==> src/rtl/memwb_pipe_reg.sv <==
`default_nettype none
// +----------------------------------------------------------------------------+
// | memwb_pipe_reg : parametrised MEM->WB pipeline register with stall/flush,  |
// |                  forwarding port and retired-instruction counter.          |
// | Revision 1.0                                                               |
// +----------------------------------------------------------------------------+
module memwb_pipe_reg #(
  parameter int DATA_W            = 32,
  parameter int REG_W             = 5,
  parameter int STAGES            = 1,
  parameter int CNT_W             = 32,
  parameter int ZERO_REG_SUPPRESS = 1
) (
  input  logic              clk,
  input  logic              reset,
  input  logic              stallW,
  input  logic              flushW,
  input  logic              validM,
  input  logic [DATA_W-1:0] aluoutM,
  input  logic [DATA_W-1:0] readdataM,
  input  logic [REG_W-1:0]  writeregM,
  input  logic              regwriteM,
  input  logic              memtoregM,
  output logic [DATA_W-1:0] aluoutW,
  output logic [DATA_W-1:0] readdataW,
  output logic [REG_W-1:0]  writeregW,
  output logic              regwriteW,
  output logic              memtoregW,
  output logic              validW,
  output logic [DATA_W-1:0] resultW,
  output logic              fwd_en,
  output logic [REG_W-1:0]  fwd_reg,
  output logic [DATA_W-1:0] fwd_data,
  output logic [CNT_W-1:0]  retired_cnt
);

  localparam int c_LAST = STAGES - 1;
  localparam bit c_ZRS  = (ZERO_REG_SUPPRESS != 0);

  typedef struct packed {
    logic              valid;
    logic [DATA_W-1:0] aluout;
    logic [DATA_W-1:0] readdata;
    logic [REG_W-1:0]  writereg;
    logic              regwrite;
    logic              memtoreg;
  } stage_t;

  generate
    if (STAGES < 1 || STAGES > 4) begin : g_bad_stages
      $error("memwb_pipe_reg: STAGES must be in 1..4");
    end
  endgenerate

  stage_t           r_stage [STAGES];
  stage_t           w_in;
  stage_t           w_last;
  logic [CNT_W-1:0] r_cnt;
  logic             w_regwrite;
  logic             w_zero_blk;
  logic             w_consume;

  // regwrite is qualified at capture so a bubble never carries a write enable
  always_comb begin
    w_in          = '0;
    w_in.valid    = validM;
    w_in.aluout   = aluoutM;
    w_in.readdata = readdataM;
    w_in.writereg = writeregM;
    w_in.regwrite = regwriteM & validM;
    w_in.memtoreg = memtoregM;
  end

  always_ff @(posedge clk) begin
    if (reset || flushW) begin
      r_stage[0] <= '0;
    end else if (!stallW) begin
      r_stage[0] <= w_in;
    end
  end

  generate
    for (genvar g = 1; g < STAGES; g++) begin : g_shift
      always_ff @(posedge clk) begin
        if (reset || flushW) begin
          r_stage[g] <= '0;
        end else if (!stallW) begin
          r_stage[g] <= r_stage[g-1];
        end
      end
    end
  endgenerate

  assign w_last     = r_stage[c_LAST];
  assign w_zero_blk = c_ZRS && (w_last.writereg == '0);
  assign w_regwrite = w_last.regwrite & w_last.valid & ~w_zero_blk;
  // W entry leaves the pipe only on an edge that actually advances it
  assign w_consume  = w_last.valid & ~stallW & ~flushW;

  always_ff @(posedge clk) begin
    if (reset) begin
      r_cnt <= '0;
    end else if (w_consume) begin
      r_cnt <= r_cnt + CNT_W'(1);
    end
  end

  assign aluoutW     = w_last.aluout;
  assign readdataW   = w_last.readdata;
  assign writeregW   = w_last.writereg;
  assign memtoregW   = w_last.memtoreg;
  assign validW      = w_last.valid;
  assign regwriteW   = w_regwrite;
  assign resultW     = w_last.memtoreg ? w_last.readdata : w_last.aluout;
  assign fwd_en      = w_regwrite;
  assign fwd_reg     = w_last.writereg;
  assign fwd_data    = resultW;
  assign retired_cnt = r_cnt;

endmodule
`default_nettype wire

==> config.mk <==
export PLATFORM = sky130hd
export DESIGN_NAME = memwb_pipe_reg
export DESIGN_NICKNAME = d
export VERILOG_FILES = /design/src/rtl/memwb_pipe_reg.sv
export SDC_FILE = /design/constraint.sdc
export NUM_CORES = 1
export LEC_CHECK = 0
export CORE_UTILIZATION = 43
export CTS_BUF_LIST = sky130_fd_sc_hd__clkbuf_8
export CTS_CLUSTER_DIAMETER = 150
export DETAILED_ROUTE_END_ITERATION = 6
export PLACE_DENSITY = 0.82
export SLEW_MARGIN = 40
export SYNTH_ARGS = -nofsm -noshare
export SYNTH_HDL_FRONTEND = slang
export SYNTH_SLANG_ARGS = --single-unit
==> constraint.sdc <==
create_clock -name clk -period 4.1 [get_ports clk]
set_input_delay 0.82 -clock clk [delete_from_list [all_inputs] [get_ports clk]]
set_output_delay 0.82 -clock clk [all_outputs]
set_load 0.02 [all_outputs]
==> results_dict.tcl, run 1 <==
set metrics [dict create \
    status "completed" \
    slowest_stage "edfxtp_1" \
    period_share 0.776 \
    worstMarginPinSlew_ns 0.665 \
    timing.rr.end "retired_cnt[29]" \
    fin_cells 789 \
    ant_nets 0 \
    hold_path_class "flip-flop to flip-flop" \
    grt_max_degree 73 \
    initial_utilization 0.446 \
    slew_headroom 0.557 \
    clk_pin_slew_ns 0.10 \
    finalMaxSlewViolations 0 \
    grt_pass1_wl_um 19900 \
    overflow 0 \
    syn-num-nets 558 \
    rows 40 \
    seq_area_frac_synth 0.518 \
    cpPeakStageDelay_ns 0.79 \
    core_um2 12100 \
    critPathCaptureType "output port" \
    ys_warn_count 0 \
    worstPathArrival_ns 2.36 \
    antenna_found_initial 0 \
    cts_root_buf "clkbuf_8" \
    grt_pass1_vias 3710 \
    synthFlopType "edfxtp_1" \
    wl_per_cell_um 17.1 \
    crit_chain "buf_12 -> mux2_2 -> clkdlybuf4s50_1" \
    syn_area_per_cell_um2 11.2 \
    setup_tns_ns 0 \
    syn_to_final_growth_pct 37.9 \
    syn_area_um2 5410 \
    post_cts_resize_count 0 \
    holdWs_ns 0.519 \
    critPathKind "flip-flop to output port" \
    place_inst 773 \
    detail_route.drc_violations 0 \
    finalSetupViolations 0 \
    dp_hpwl_um 10100 \
    required_ns 3.28 \
    crit_fanout 20 \
    cp-start-kind "flip-flop" \
    rsz0062_at_grt "false" \
    numClockSinks 104 \
    synth_edf_count 72 \
    cts_setup_buffers 0 \
    place_congestion 0.887 \
    drtPass1Iterations 4 \
    drive_gt1_frac 0.101 \
    r2r_cells 4 \
    hold_start "retired_cnt[24]" \
    min_to "retired_cnt[24]" \
    vias 3845 \
    synthArstFlopShare 0 \
    portBuffers 249 \
    synth_seq_cells 104 \
    dr.first_iter.drc_count 155 \
    r2r-start "r_stage[0][71]" \
    fin_nets 693 \
    min_period_ns 3.18 \
    cts_tree "done" \
    antennaDiodeCount 0 \
    wirelength_um 13500 \
    grt_usage 0.201 \
    fillers 1026 \
    clock_skew_ns 0.00684 \
    fmax_mhz 314 \
    die_h_um 114 \
    power_leakage_uw 0.00270 \
    clk_latency_ns 0.36 \
    clock_path_buffers 2 \
    ctsHoldBuffers 0 \
    synth.distinct_cells 35 \
    cap_viol_max_count 0 \
    die_w_um 114 \
    p_per_area_nw_per_um2 307 \
    min_path_cells 2 \
    vias_per_cell 4.87 \
    io_pins 250 \
    htreeDepth 3 \
    cts_made_buffers 9 \
    synth_cells 481 \
    hold_violations 0 \
    ir_drop_uv 128 \
    regToRegSetupSlack_ns 1.73 \
    dieArea_um2 13000 \
]
[cells in the final DEF (no fill, tap or decap), types with 3 or more instances in the layout]
master / instances
nor3_1: 5
or4_1: 7
and3_1: 3
a21oi_1: 14
xnor2_1: 5
or3_1: 6
and4_1: 6
and2_1: 71
mux2_2: 39
o31ai_1: 6
nor2_1: 20
nor2b_1: 6
clkdlybuf4s50_1: 249
nand2_1: 9
edfxtp_1: 72
o21ai_0: 7
nand4_1: 7
dfxtp_1: 32
clkbuf_8: 9
nand3_1: 13
xor2_1: 6
inv_1: 6
[state kept, by name (all words and copies together) (netlist names)]
name and cells:
retired_cnt 32, r_stage 72
[cell families after synthesis]
family / count (synthesis) / share of synthesized area
xor gates and xnor gates: 11 / 0.0178
muxes: 39 / 0.0812
AOI/OAI and AO/OA: 28 / 0.0296
and+or+nand+nor: 166 / 0.183
DFF: 104 / 0.518
buffers and inverters: 132 / 0.167
adders and majority gates: 1 / 0.00231
[critical path, delay by kind of cell (launching register included)]
family,cells,cell delay (ns)
mux,1,0.36
buf+inv,2,0.83
flops,1,0.79
[worst max-delay path by stage]
stage                      end  depth (start not counted)          start
2_1_floorplan    r_stage[0][0]                          3          reset
3_3_place_gp   retired_cnt[29]                          5         stallW
3_5_place_dp   retired_cnt[29]                          5         stallW
4_1_cts            resultW[11]                          3  r_stage[0][0]
5_1_grt            resultW[11]                          3  r_stage[0][0]
6_report           resultW[11]                          3  r_stage[0][0]
[cell type report]
class                      count  area, µm²  area share
clock inverter                 7       55.1     0.00738
multi-input combinational    245       1720       0.231
inverter                       4       15.0     0.00201
tap                          168        210      0.0282
sequential                   104       2800       0.376
clock buffer                   9        124      0.0166
timing repair buffer         252       2530       0.339
[power by group]
group	total, µW	switching (µW)	leakage [µW]	internal, µW
clock	612	340	0.000100	273
combinational	486	227	0.00152	258
sequential	1190	28.1	0.00108	1170
[Yosys cell counts, types with 7 or more instances]
master	instances	area, µm²
mux2_2	39	439
nor2_1	20	75.1
edfxtp_1	72	2160
a21oi_1	14	70.1
dfxtp_1	32	641
nand4_1	7	43.8
or4_1	7	52.6
nand3_1	13	65.1
nand2_1	10	37.5
buf_4	107	803
and2_1	71	444
clkbuf_1	17	63.8
o21ai_0	7	35.0
[metrics by stage]
| step | util | instance area [µm²] | setup WS (ns) | total power [µW] |
|---|---|---|---|---|
| 4_1_cts | 0.616 | 7460 | 0.893 | 2310 |
| 5_1_grt | 0.616 | 7460 | 0.821 | 2370 |
| 2_1_floorplan | - | 5410 | 0.997 | 1510 |
| 6_report | 0.616 | 7460 | 0.919 | 2290 |
| 3_5_place_dp | 0.601 | 7280 | 0.769 | 1710 |
| 3_3_place_gp | 0.600 | 7270 | 0.901 | 1700 |
[routing by layer]
metal,GRT usage,part of all wire
met1,0.235,0.40
met2,0.361,0.52
met3,0.0545,0.077
met4,0.0528,0.0067
met5,0,0
(Power assumes the default switching activity.)
==> run 2, diff against run 1 <==
clock period = 3 ns   (was 4.1 ns; I/O delays follow)
==> results_dict.tcl, run 2 (synthesis gave the netlist of run 1 again) <==
set metrics [dict create \
    holdWs_ns 0.511 \
    clock_skew_ns 0.00571 \
    rsz0062_at_grt "false" \
    antenna_found_initial 1 \
    portBuffers 249 \
    cts_root_buf "clkbuf_8" \
    cts_setup_buffers 0 \
    use_met3 0.0508 \
    overflow 0 \
    busiest_layer "met2" \
    drtPass1Iterations 4 \
    post_cts_resize_count 0 \
    use_met1 0.231 \
    numClockSinks 104 \
    fillers 984 \
    ir_drop_uv 250 \
    finalSetupViolations 0 \
    critPathKind "flip-flop to output port" \
    cts_tree "done" \
    finalMaxSlewViolations 0 \
    dp_hpwl_um 10300 \
    io_pins 250 \
    grt_pass1_vias 3868 \
    clk_pin_slew_ns 0.10 \
    detail_route.drc_violations 0 \
    fmax_mhz 379 \
    drive_gt1_frac 0.109 \
    rows 40 \
    grt_max_degree 73 \
    die_w_um 114 \
    core_um2 12100 \
    wl_per_cell_um 17.2 \
    setup_tns_ns 0 \
    htreeDepth 3 \
    worstMarginPinSlew_ns 0.571 \
    p_per_area_nw_per_um2 419 \
    final_common_cell "clkdlybuf4s50_1" \
    fin_nets 698 \
    vias_per_cell 4.89 \
    clk_latency_ns 0.38 \
    cts_made_buffers 9 \
    dr.first_iter.drc_count 185 \
    hold_path_class "flip-flop to flip-flop" \
    largest_reg_flops 72 \
    ctsHoldBuffers 0 \
    place_congestion 0.845 \
    wirelength_um 13600 \
    grt.met2_usage 0.370 \
    period_share 0.879 \
    die_h_um 114 \
    vias 3889 \
    power_leakage_uw 0.00274 \
    regMostFlops "r_stage" \
    required_ns 2.40 \
    crit_fanout 3 \
    ff_latch_area_um2 2800 \
    status "completed" \
    slew_headroom 0.619 \
    worstPathArrival_ns 2.04 \
    syn_to_final_growth_pct 38.5 \
    critPathCaptureType "output port" \
    dieArea_um2 13000 \
    layout_common_cells "clkdlybuf4s50_1 (249), edfxtp_1 (72), and2_1 (71)" \
    clock_path_buffers 2 \
    ant_nets 0 \
    multiInputGateArea_um2 1710 \
    cp-start-kind "flip-flop" \
    min_period_ns 2.64 \
    initial_utilization 0.446 \
    grt_usage 0.206 \
    hold_violations 0 \
    utilization 0.618 \
    cap_viol_max_count 0 \
    grt_pass1_wl_um 20500 \
]
[run 2: worst paths after layout]
| kind | startpoint | end | slack [ns] | cells after the start |
|---|---|---|---|---|
| worst max-delay path | r_stage[0][3] | regwriteW | 0.36 | 3 |
| worst min-delay path | retired_cnt[20] | retired_cnt[20] | 0.51 | 2 |
| worst max register to register | r_stage[0][71] | retired_cnt[29] | 0.68 | 4 |
| worst min register to register | retired_cnt[20] | retired_cnt[20] | 0.51 | 2 |
[run 2: layout make-up]
type,instances,share of cell area
tap,168,0.0281
clock inverter,7,0.00768
clock buffer,9,0.0165
sequential,104,0.374
inverter,4,0.00200
multi-input combinational,245,0.229
timing repair buffer,257,0.342
antenna,1,0.000334
[run 2: metrics by stage]
stage | worst slack (ns) | instance area, µm² | instances | power, µW
after CTS | 0.323 | 7490 | 794 | 3170
after floorplan | 0.117 | 5410 | 481 | 2060
after global routing | 0.301 | 7490 | 795 | 3250
after detailed placement | 0.0920 | 7310 | 778 | 2340
after global placement | 0.148 | 7310 | 778 | 2320
final | 0.362 | 7490 | 795 | 3140
[run 2: worst max-delay path, stage by stage, from the launching register on]
cell             delay, ns
edfxtp_1              0.42
or3_1                 0.38
o311a_1               0.31
clkdlybuf4s50_1       0.55
[run 2: power by group]
| part | total [µW] | switching [µW] | internal, µW |
|---|---|---|---|
| clock | 844 | 470 | 373 |
| sequential | 1630 | 34.1 | 1590 |
| combinational | 671 | 315 | 356 |
| total | 3140 | 820 | 2320 |
[run 2: per-layer routing]
metal | part of all wire | vias up
li1 | - | 1835
met1 | 0.39 | 1884
met2 | 0.51 | 153
met3 | 0.072 | 17
met4 | 0.024 | 0
met5 | 0 | -
==> run 3, diff against run 2 <==
SLEW_MARGIN = 30   (was 40)
==> results of run 3 <==
Same layout as run 2: the final DEF is identical, and so are final timing and power.
